$ cat config.mk
export PLATFORM = sky130hd
export DESIGN_NAME = fp_convert_arbiter
export DESIGN_NICKNAME = d
export VERILOG_FILES = /design/src/rtl/fp_convert_pkg.sv /design/src/rtl/fp_encode.sv /design/src/rtl/fp_convert_arbiter.sv
export SDC_FILE = /design/constraint.sdc
export NUM_CORES = 1
export LEC_CHECK = 0
export BUFFER_PORTS_ARGS = -buffer_cell sky130_fd_sc_hd__buf_4
export CAP_MARGIN = 20
export CORE_ASPECT_RATIO = 0.75
export CORE_UTILIZATION = 45
export DETAILED_ROUTE_END_ITERATION = 10
export PLACE_DENSITY_LB_ADDON = 0.25
export SLEW_MARGIN = 20
export SYNTH_ARGS = -nofsm -noshare
export SYNTH_HDL_FRONTEND = slang
export SYNTH_SLANG_ARGS = --single-unit
$ cat constraint.sdc
create_clock -name i_clk -period 5.8 [get_ports i_clk]
set_input_delay 1.16 -clock i_clk [delete_from_list [all_inputs] [get_ports i_clk]]
set_output_delay 1.16 -clock i_clk [all_outputs]
set_load 0.005 [all_outputs]
$ cat src/rtl/fp_convert_pkg.sv
// fp_convert_pkg
//   Shared widths, controller state encoding and the intermediate result
//   record passed from the encode stage to the rounding stage of
//   fp_convert_arbiter.
//   No ports (package).

package fp_convert_pkg;

  localparam int NUM_W = 12;  // input sample width, two's complement
  localparam int EXP_W = 3;   // exponent width
  localparam int SIG_W = 4;   // significand width

  // Largest representable magnitude; the most negative input clamps here.
  localparam logic [NUM_W-1:0] MAG_MAX = {1'b0, {(NUM_W-1){1'b1}}};
  localparam logic [NUM_W-1:0] NUM_MIN = {1'b1, {(NUM_W-1){1'b0}}};

  // Significand value after a rounding carry renormalises (1000b).
  localparam logic [SIG_W-1:0] SIG_CARRY = {1'b1, {(SIG_W-1){1'b0}}};

  typedef enum logic [1:0] {
    S_IDLE  = 2'd0,
    S_CONV  = 2'd1,
    S_ROUND = 2'd2,
    S_RESP  = 2'd3
  } state_t;

  typedef struct packed {
    logic             sign;
    logic [EXP_W-1:0] exp;
    logic [SIG_W-1:0] sig;
    logic             fifth;  // first bit below the kept significand
  } fp_result_t;

endpackage

$ cat src/rtl/fp_encode.sv
// fp_encode
//   Combinational front half of the converter: takes a two's-complement
//   sample, forms its magnitude (most negative value clamps to MAG_MAX),
//   counts leading zeros and extracts the exponent, the 4-bit significand
//   and the next lower bit used later for round-to-nearest.
// Ports:
//   i_num    in   NUM_W  sample
//   o_sign   out  1      sign of the sample
//   o_exp    out  EXP_W  exponent (shift applied to the magnitude)
//   o_sig    out  SIG_W  truncated significand
//   o_fifth  out  1      bit just below the significand (0 when exp=0)

module fp_encode
  import fp_convert_pkg::*;
(
  input  logic [NUM_W-1:0] i_num,
  output logic             o_sign,
  output logic [EXP_W-1:0] o_exp,
  output logic [SIG_W-1:0] o_sig,
  output logic             o_fifth
);

  // lz at or above this means the magnitude already fits in SIG_W bits.
  localparam logic [3:0] LZ_SMALL = 4'(NUM_W - SIG_W);

  logic [NUM_W-1:0] w_mag;
  logic [3:0]       w_lz;
  logic [3:0]       w_pos;

  assign o_sign = i_num[NUM_W-1];

  always_comb begin
    if (i_num == NUM_MIN) begin
      w_mag = MAG_MAX;
    end else if (i_num[NUM_W-1]) begin
      w_mag = -i_num;
    end else begin
      w_mag = i_num;
    end
  end

  // Ascending scan: the last set bit seen is the most significant one.
  always_comb begin
    w_lz = 4'(NUM_W);
    for (int i = 0; i < NUM_W; i++) begin
      if (w_mag[i]) begin
        w_lz = 4'(NUM_W - 1 - i);
      end
    end
  end

  always_comb begin
    o_exp   = '0;
    o_sig   = w_mag[SIG_W-1:0];
    o_fifth = 1'b0;
    w_pos   = '0;
    if (w_lz < LZ_SMALL) begin
      // Magnitude never exceeds MAG_MAX, so lz>=1 and exp stays within 1..7.
      w_pos   = LZ_SMALL - w_lz;
      o_exp   = EXP_W'(w_pos);
      o_sig   = w_mag[w_pos +: SIG_W];
      o_fifth = w_mag[w_pos - 4'd1];
    end
  end

endmodule

$ cat src/rtl/fp_convert_arbiter.sv
// fp_convert_arbiter
//   Shares one fixed-to-float encoder between two requesters. A round-robin
//   arbiter grants one sample in IDLE; the sample is encoded (CONV), rounded
//   to nearest (ROUND) and presented with its requester id on a valid/ready
//   response port (RESP). One sample is in flight at a time.
// Ports:
//   i_clk          in   1      rising-edge clock
//   i_rst          in   1      asynchronous active-high reset
//   i_req0_valid   in   1      requester 0 has a sample
//   i_req0_num     in   NUM_W  requester 0 sample
//   o_req0_ready   out  1      requester 0 accepted when valid&ready
//   i_req1_valid   in   1      requester 1 has a sample
//   i_req1_num     in   NUM_W  requester 1 sample
//   o_req1_ready   out  1      requester 1 accepted when valid&ready
//   o_rsp_valid    out  1      result available
//   i_rsp_ready    in   1      consumer accepts result
//   o_rsp_id       out  1      requester owning the result
//   o_rsp_sign     out  1      sign
//   o_rsp_exp      out  EXP_W  exponent
//   o_rsp_sig      out  SIG_W  significand; value = sig * 2^exp
//   o_busy         out  1      controller not in IDLE
//
// state   | meaning
// --------+---------------------------------------------------------
// S_IDLE  | waiting for a request; grant visible on reqN_ready
// S_CONV  | captured sample goes through fp_encode; fields registered
// S_ROUND | round-to-nearest applied; response registered
// S_RESP  | response held until rsp_ready

module fp_convert_arbiter
  import fp_convert_pkg::*;
(
  input  logic             i_clk,
  input  logic             i_rst,
  input  logic             i_req0_valid,
  input  logic [NUM_W-1:0] i_req0_num,
  output logic             o_req0_ready,
  input  logic             i_req1_valid,
  input  logic [NUM_W-1:0] i_req1_num,
  output logic             o_req1_ready,
  output logic             o_rsp_valid,
  input  logic             i_rsp_ready,
  output logic             o_rsp_id,
  output logic             o_rsp_sign,
  output logic [EXP_W-1:0] o_rsp_exp,
  output logic [SIG_W-1:0] o_rsp_sig,
  output logic             o_busy
);

  state_t           r_state;
  logic             r_last_grant;
  logic [NUM_W-1:0] r_num;
  logic             r_id;
  fp_result_t       r_enc;
  logic             r_rsp_valid;
  logic             r_rsp_id;
  logic             r_rsp_sign;
  logic [EXP_W-1:0] r_rsp_exp;
  logic [SIG_W-1:0] r_rsp_sig;

  logic             w_idle;
  logic             w_grant_valid;
  logic             w_grant;
  logic             w_accept;
  logic [NUM_W-1:0] w_sel_num;
  fp_result_t       w_enc;
  logic [EXP_W-1:0] w_rnd_exp;
  logic [SIG_W-1:0] w_rnd_sig;

  fp_encode u_encode (
    .i_num   (r_num),
    .o_sign  (w_enc.sign),
    .o_exp   (w_enc.exp),
    .o_sig   (w_enc.sig),
    .o_fifth (w_enc.fifth)
  );

  // Round-robin: on a tie the requester not granted last wins.
  always_comb begin
    w_grant_valid = i_req0_valid | i_req1_valid;
    if (i_req0_valid & i_req1_valid) begin
      w_grant = ~r_last_grant;
    end else begin
      w_grant = i_req1_valid;
    end
  end

  assign w_idle       = (r_state == S_IDLE);
  assign o_req0_ready = w_idle & w_grant_valid & ~w_grant & ~i_rst;
  assign o_req1_ready = w_idle & w_grant_valid &  w_grant & ~i_rst;
  assign w_accept     = (o_req0_ready & i_req0_valid) | (o_req1_ready & i_req1_valid);
  assign w_sel_num    = w_grant ? i_req1_num : i_req0_num;

  // Round to nearest; a carry out of the significand renormalises to 1000b
  // and bumps the exponent, saturating at the largest code.
  always_comb begin
    w_rnd_exp = r_enc.exp;
    w_rnd_sig = r_enc.sig;
    if (r_enc.fifth) begin
      if (r_enc.sig != '1) begin
        w_rnd_sig = r_enc.sig + SIG_W'(1);
      end else if (r_enc.exp != '1) begin
        w_rnd_sig = SIG_CARRY;
        w_rnd_exp = r_enc.exp + EXP_W'(1);
      end
    end
  end

  always_ff @(posedge i_clk or posedge i_rst) begin
    if (i_rst) begin
      r_state      <= S_IDLE;
      r_last_grant <= 1'b1;
      r_num        <= '0;
      r_id         <= 1'b0;
      r_enc        <= '0;
      r_rsp_valid  <= 1'b0;
      r_rsp_id     <= 1'b0;
      r_rsp_sign   <= 1'b0;
      r_rsp_exp    <= '0;
      r_rsp_sig    <= '0;
    end else begin
      case (r_state)
        S_IDLE: begin
          if (w_accept) begin
            r_num        <= w_sel_num;
            r_id         <= w_grant;
            r_last_grant <= w_grant;
            r_state      <= S_CONV;
          end
        end
        S_CONV: begin
          r_enc   <= w_enc;
          r_state <= S_ROUND;
        end
        S_ROUND: begin
          r_rsp_id    <= r_id;
          r_rsp_sign  <= r_enc.sign;
          r_rsp_exp   <= w_rnd_exp;
          r_rsp_sig   <= w_rnd_sig;
          r_rsp_valid <= 1'b1;
          r_state     <= S_RESP;
        end
        S_RESP: begin
          if (i_rsp_ready) begin
            r_rsp_valid <= 1'b0;
            r_state     <= S_IDLE;
          end
        end
        default: r_state <= S_IDLE;
      endcase
    end
  end

  assign o_rsp_valid = r_rsp_valid;
  assign o_rsp_id    = r_rsp_id;
  assign o_rsp_sign  = r_rsp_sign;
  assign o_rsp_exp   = r_rsp_exp;
  assign o_rsp_sig   = r_rsp_sig;
  assign o_busy      = ~w_idle;

endmodule

==> results of run 1 <==
-- cell type report --
| class | count | area, sq um |
|---|---|---|
| clock inverters | 2 | 37.54 |
| clock buffers | 6 | 72.57 |
| inverters | 14 | 52.55 |
| multi-input cells | 270 | 1902 |
| flip-flops and latches | 35 | 877.1 |
| fillers | 607 | 2945 |
| repair buffers | 44 | 330.3 |
| well taps | 81 | 101.3 |
-- synth_stat cells, drive strengths merged, types with 3 or more instances --
| library cell | count | share of area [%] |
|---|---|---|
| nand2 | 24 | 3.1 |
| nor2b | 5 | 1.1 |
| a31oi | 7 | 1.5 |
| dfrtp | 34 | 29 |
| nand3 | 11 | 1.9 |
| mux4 | 4 | 3.2 |
| xor2 | 4 | 1.2 |
| nor3 | 12 | 2.0 |
| or2 | 4 | 0.85 |
| ha | 9 | 3.8 |
| mux2 | 7 | 2.7 |
| o31ai | 4 | 1.5 |
| a31o | 3 | 1.2 |
| mux2i | 16 | 5.4 |
| inv | 14 | 1.8 |
| o21ai | 26 | 4.5 |
| or3 | 5 | 1.1 |
| nand2b | 6 | 1.3 |
| clkbuf | 17 | 2.2 |
| and2 | 6 | 1.4 |
| xnor2 | 3 | 0.89 |
| buf | 7 | 1.9 |
| a22oi | 3 | 0.93 |
| nor2 | 26 | 3.3 |
| a21oi | 32 | 5.7 |
| and3 | 3 | 0.64 |
| a21o | 3 | 0.76 |
-- metal layers --
layer / wire, um / global-route usage [%] / share of wire [%] / up-vias
li1: - / - / - / 1326
met5: 0 / 0 / 0 / -
met3: 572 / 5.031 / 8.1 / 6
met4: 60 / 4.478 / 0.85 / 0
met1: 3518 / 35.84 / 50 / 1268
met2: 2914 / 29.84 / 41 / 118
-- registers in the layout, summed over array words and instances (netlist names) --
register,cells
r_num,12
r_id,1
o_rsp_valid,1
o_rsp_id,1
o_rsp_sig,4
r_enc,9
o_rsp_sign,1
r_state,2
r_last_grant,1
o_rsp_exp,3
-- path summary, 6_finish.rpt --
check | start | end | slack, ns | depth (start not counted)
worst max-delay path | r_num[0]$_DFFE_PP0P_ | r_enc[0]$_DFFE_PP0N_ | 1.21 | 14
worst min-delay path | r_id$_DFFE_PP0P_ | r_id$_DFFE_PP0P_ | 0.48 | 1
worst max register to register | r_num[0]$_DFFE_PP0P_ | r_enc[0]$_DFFE_PP0N_ | 1.21 | 14
worst min register to register | r_id$_DFFE_PP0P_ | r_id$_DFFE_PP0P_ | 0.48 | 1
max in group asynchronous | i_rst | r_last_grant$_DFFE_PP1P_ | 4.47 | 3
min in group asynchronous | i_rst | r_enc[8]$_DFFE_PP0N_ | 0.98 | 3
-- worst register-to-register path, stage by stage, from the launching register on --
cell and delay, ns:
dfrtp_1 0.46, inv_1 0.13, ha_1 0.38, or4b_1 0.64
o32ai_1 0.67, nand3_1 0.25, nand2_1 0.11, nand2_1 0.07
ha_1 0.29, or4_4 0.58, o221ai_4 0.29, and2b_1 0.23
xnor2_1 0.13, a21oi_1 0.08, a22o_1 0.20
-- per-stage QoR --
| step | worst slack [ns] | instances | instance area [sq um] | hold WS, ns |
|---|---|---|---|---|
| floorplan | 1.681 | 343 | 2950 | 0.4438 |
| CTS | 1.289 | 452 | 3373 | 0.4810 |
| detailed placement | 1.279 | 444 | 3263 | 0.4660 |
| global placement | 1.472 | 444 | 3263 | 0.4594 |
| finish | 1.208 | 452 | 3373 | 0.4810 |
| global route | 0.9178 | 452 | 3373 | 0.4976 |
-- cell families after synthesis --
group / Yosys count / synth area share, %
multiplexers: 27 / 11.28
AO/OA/AOI/OAI: 107 / 25.40
AND/OR/NAND/NOR: 120 / 21.88
flip-flops: 35 / 29.73
XOR/XNOR: 7 / 2.078
buffers and inverters: 38 / 5.810
adder cells (fa/ha/maj): 9 / 3.817
-- power by group through the flow --
stage | Clock, uW | Sequential (uW) | Combinational [uW]
after global placement | 0 | 512 | 1720
after floorplan | 0 | 447 | 1460
final | 225 | 517 | 1770
after detailed placement | 0 | 515 | 1740
after global routing | 244 | 537 | 1950
after CTS | 229 | 511 | 1750
==> metrics.txt, run 1 <==
PostCTS Resize Cnt 0; number of synthesized flops with an enable pin 0; worst slew pin tran 0.7600 ns; Combinational Power Share 70.4%; critical path's top delay family simple AND/OR/NAND/NOR gates; width of the die 95.50 um; drt via density 6.013; Initial DRC Count 308; share of layout cells above drive strength 1 21.56%; clock skew 0.009158 ns; vias in the first global route 2380; crit-path max FO 13; internal power 1281 uW; total wire length 7.065 mm; Leakage 0.001448 uW; htree depth 2; count of different cell masters after synthesis 78; total core area 6319 sq um; synthesized area per cell 8.602 sq um; status complete, no violations; Critical Path End Type register; setup bufs post-CTS 0; power density over the cells 743.6 nW/um^2; Cells after Synth 343; worst endpoint data arrival time 4.77 ns; Post-CTS Hold Buffers 0; number of synthesized register bits 35; Total Power 2508 uW; final hold violations 0; Inserted Diodes 0; DR WL/cell 15.63 um; Switching Share 48.91%; syn_nets 381; synth warn 0; root buf cell clkbuf_8; clock buffer depth 2; routability congestion estimate 0.9083; final setup TNS 0 ns; die area 6888 sq um; async set or reset register ratio after synthesis 100.0%; largest net degree at the start of global routing 38; Detail Placement HPWL 5.270 mm; CTS tree yes; Worst Setup Path Type reg -> reg; Tot GR Track Use 22.27%; Crit path required time 5.98 ns; predominant post-synthesis flop cell dfrtp_1; setup violators final 0; CTS Sinks 35; Die H 72.13 um; total grt overflow 0; Initial Util 46.69%; first-pass GRT wire length 12.02 mm; Seq pwr share 20.6%; DR vias 2718; Slew HR 49.33%; max_cap viols 0; Fmax achieved 0.2178 GHz; slowest cell on the critical path o32ai_1; VDD IR max 0.0002787 V; most frequent cells in the layout 44 x buf_4, 34 x dfrtp_1, 30 x a21oi_1; crit-path cells inv_1, ha_1, or4b_1, o32ai_1, nand3_1, nand2_1, nand2_1, ha_1, or4_4, o221ai_4, and2b_1, xnor2_1, a21oi_1, a22o_1; Final min period 4.592 ns; Critical Path Max Stage Delay 0.66 ns; clock share of power 9.0%; min-delay worst type reg -> reg; Final period util 79.18%; # rows 25; Antenna Nets Post-Route 0; RSZ-0062 raised after global routing no; commonest non-fill, non-tap cell in the layout buf_4; Clock Pin Slew Worst Setup and Hold Paths 0.08 ns; Final Util 53.39%; CP bufs+invs 1; Port Buf Inserts 41; mapped cell area 2950 sq um; top-level I/O count 42; P_sw 1227 uW; clk_lat worst skew 0.29 ns; Nets 408; # DRC 0; clock buffer count from CTS 5; Final Slew Violations 0; synth-to-layout area growth 14.33%; first drt pass iteration count 5; initial antenna violation count 0; Seq/Total Area, Yosys 29.73%; CP startpoint kind register
(Power assumes the default switching activity.)
==> run 2, diff against run 1 <==
clock period = 3.91 ns   (was 5.8 ns; I/O delays follow)
==> run 2 against run 1 <==
The run now ends with DRC left. Wire length rose by 6.6%. Critical path depth rose by 1. Core utilization rose by 3.9 points. Count of clock-buffer cells in the layout fell by 1. Die area did not move. Hold slack improved by 0.0028 ns. First-iteration DRC count fell by 41%.
==> metrics.txt, run 2 (same netlist as run 1, synthesis figures left out) <==
Die H 72.13 um (unchanged); fin area 3618 sq um (+7.3%); # DRC 2 (+2); Critical Path Max Stage Delay 0.54 ns (-0.12 ns); critical path's top delay family simple AND/OR/NAND/NOR gates; DR WL/cell 15.82 um (+1.2%); Clock Pin Slew Worst Setup and Hold Paths 0.08 ns (about the same); first drt pass iteration count 8 (+3); RSZ-0062 raised after global routing no; Combinational Power Share 74.0% (+3.6 points); clock skew 0.008789 ns (-0.0003691 ns); Most flops, register r_num; Crit path required time 4.09 ns (-1.89 ns); most frequent CP cell ha_4; final setup TNS 0 ns (unchanged); die area 6888 sq um (unchanged); clock buffer depth 2 (unchanged); final hold violations 0 (unchanged); DR vias 2842 (+4.6%); total core area 6319 sq um (unchanged); Port Buf Inserts 41 (unchanged); worst slew pin tran 0.5721 ns (-0.1879 ns); drt via density 5.971 (-0.71%); fillcell total 582 (-4.1%); setup violators final 0 (unchanged); commonest non-fill, non-tap cell in the layout buf_4; # rows 25 (unchanged); max_cap viols 0 (unchanged); Post-CTS Hold Buffers 0 (unchanged); share of layout cells above drive strength 1 28.35% (+6.8 points); root buf cell clkbuf_8; worst setup margin 0.1818 ns (-1.026 ns); vias in the first global route 2524 (+6.1%); VDD IR max 0.0005466 V (+96%); CP startpoint kind register; dpl cell area 3470 sq um (+6.3%); most frequent cells in the layout 68 x buf_4, 34 x dfrtp_1, 30 x a21oi_1; min-delay worst type reg -> reg; Final period util 95.35% (+16 points); Seq pwr share 17.5% (-3.1 points); Leakage 0.001579 uW (+9.0%); htree depth 2 (unchanged); Initial Util 46.69% (unchanged); width of the die 95.50 um (unchanged); routability congestion estimate 0.9036 (-0.52%); power density over the cells 1132 nW/um^2 (+52%); total wire length 7.530 mm (+6.6%); Inserted Diodes 0 (unchanged); CTS tree yes; internal power 2177 uW (+70%); Fmax achieved 0.2682 GHz (+23%); top-level I/O count 42 (unchanged); Critical Path End Type register; total grt overflow 0 (unchanged); clk_lat worst skew 0.29 ns (about the same); clock share of power 8.5% (-0.5 points); P_sw 1920 uW (+56%); status finished with violations; crit-path max FO 7 (-6); Tot GR Track Use 23.27% (+1.0 points); Switching Share 46.86% (-2.1 points); Worst Setup Path Type reg -> reg; CTS Sinks 35 (unchanged); Final min period 3.728 ns (-0.8641 ns); Antenna Nets Post-Route 0 (unchanged); initial antenna violation count 0 (unchanged); largest net degree at the start of global routing 37 (-2.6%); first-pass GRT wire length 12.52 mm (+4.2%); clock buffer count from CTS 5 (unchanged); worst endpoint data arrival time 3.91 ns (-0.86 ns); Initial DRC Count 182 (-41%); number of flip-flops in the largest register 12 (unchanged); Place WS 0.1211 ns (-1.158 ns); Slew HR 61.86% (+13 points); crit-path cells inv_2, ha_4, or4b_4, nor2_1, o32ai_1, buf_4, a31o_4, and2_4, ha_4, or4_4, o221ai_4, and2b_2, xnor2_1, a21oi_1, a22o_1; failing checks DRC; slowest cell on the critical path or4_4; synth-to-layout area growth 22.65%; Nets 432 (+5.9%); CP bufs+invs 2 (+1); Detail Placement HPWL 5.705 mm (+8.3%); Final Slew Violations 0 (unchanged)
[run 2: cell count changes in the layout (fill, tap and decap cells not counted), sizes merged]
cell,change
clkinvlp,-1
buf,+24
clkinv,+1
inv,+1
clkbuf,-1
[run 2: per-stage QoR]
| stage | utilization (%) | instances | power [uW] | hold WS [ns] |
|---|---|---|---|---|
| finish | 57.27 | 476 | 4097 | 0.4839 |
| global route | 57.27 | 476 | 4445 | 0.5050 |
| CTS | 56.75 | 474 | 4015 | 0.4841 |
| detailed placement | 54.91 | 466 | 3651 | 0.4639 |
| global placement | 54.91 | 466 | 3644 | 0.4611 |
| floorplan | - | 343 | 2934 | 0.4438 |
[run 2: worst register-to-register path: cells and delay by family, from the launching register on]
kind                     cells  cell delay, ns
AND/OR/NAND/NOR              5            1.62
adder cells (fa/ha/maj)      2            0.32
XOR/XNOR                     1            0.13
buffers and inverters        2            0.26
flip-flops                   1            0.39
AO/OA/AOI/OAI                5            0.87
[run 2: power by group through the flow]
stage	sequential (uW)	combinational, uW	clock [uW]
after detailed placement	713	2940	0
after CTS	707	2950	355
after global placement	706	2940	0
after floorplan	666	2270	0
after global routing	739	3330	372
final	715	3030	349
[run 2: final timing paths]
kind | cells after the start | from | endpoint | slack [ns]
max | 15 | r_num[0]$_DFFE_PP0P_ | r_enc[0]$_DFFE_PP0N_ | 0.18
min | 1 | r_id$_DFFE_PP0P_ | r_id$_DFFE_PP0P_ | 0.48
max reg2reg | 15 | r_num[0]$_DFFE_PP0P_ | r_enc[0]$_DFFE_PP0N_ | 0.18
min reg2reg | 1 | r_id$_DFFE_PP0P_ | r_id$_DFFE_PP0P_ | 0.48
max in group asynchronous | 3 | i_rst | r_last_grant$_DFFE_PP1P_ | 2.94
min in group asynchronous | 3 | i_rst | r_enc[8]$_DFFE_PP0N_ | 0.62
[run 2: cell type report]
| class | count | area (sq um) | area share [%] |
|---|---|---|---|
| Timing Repair Buffer | 68 | 510.5 | 14.11 |
| Clock inverter | 3 | 47.55 | 1.314 |
| Clock buffer | 5 | 68.82 | 1.902 |
| Multi-Input combinational cell | 270 | 1961 | 54.18 |
| Sequential cell | 35 | 877.1 | 24.24 |
| Inverter | 14 | 52.55 | 1.452 |
| Tap cell | 81 | 101.3 | 2.801 |
[run 2: per-layer routing]
layer | up-vias | track usage (%) | wire length, um
met5 | - | 0 | 0
met4 | 0 | 4.478 | 29
met3 | 4 | 3.249 | 485
met2 | 81 | 32.46 | 3141
met1 | 1382 | 37.79 | 3873
li1 | 1375 | - | -
[run 2: what timing repair did]
item / CTS / global route
setup buffers: 0 / 2
setup endpoints to repair: 0 / 5
resized for setup: 0 / 4
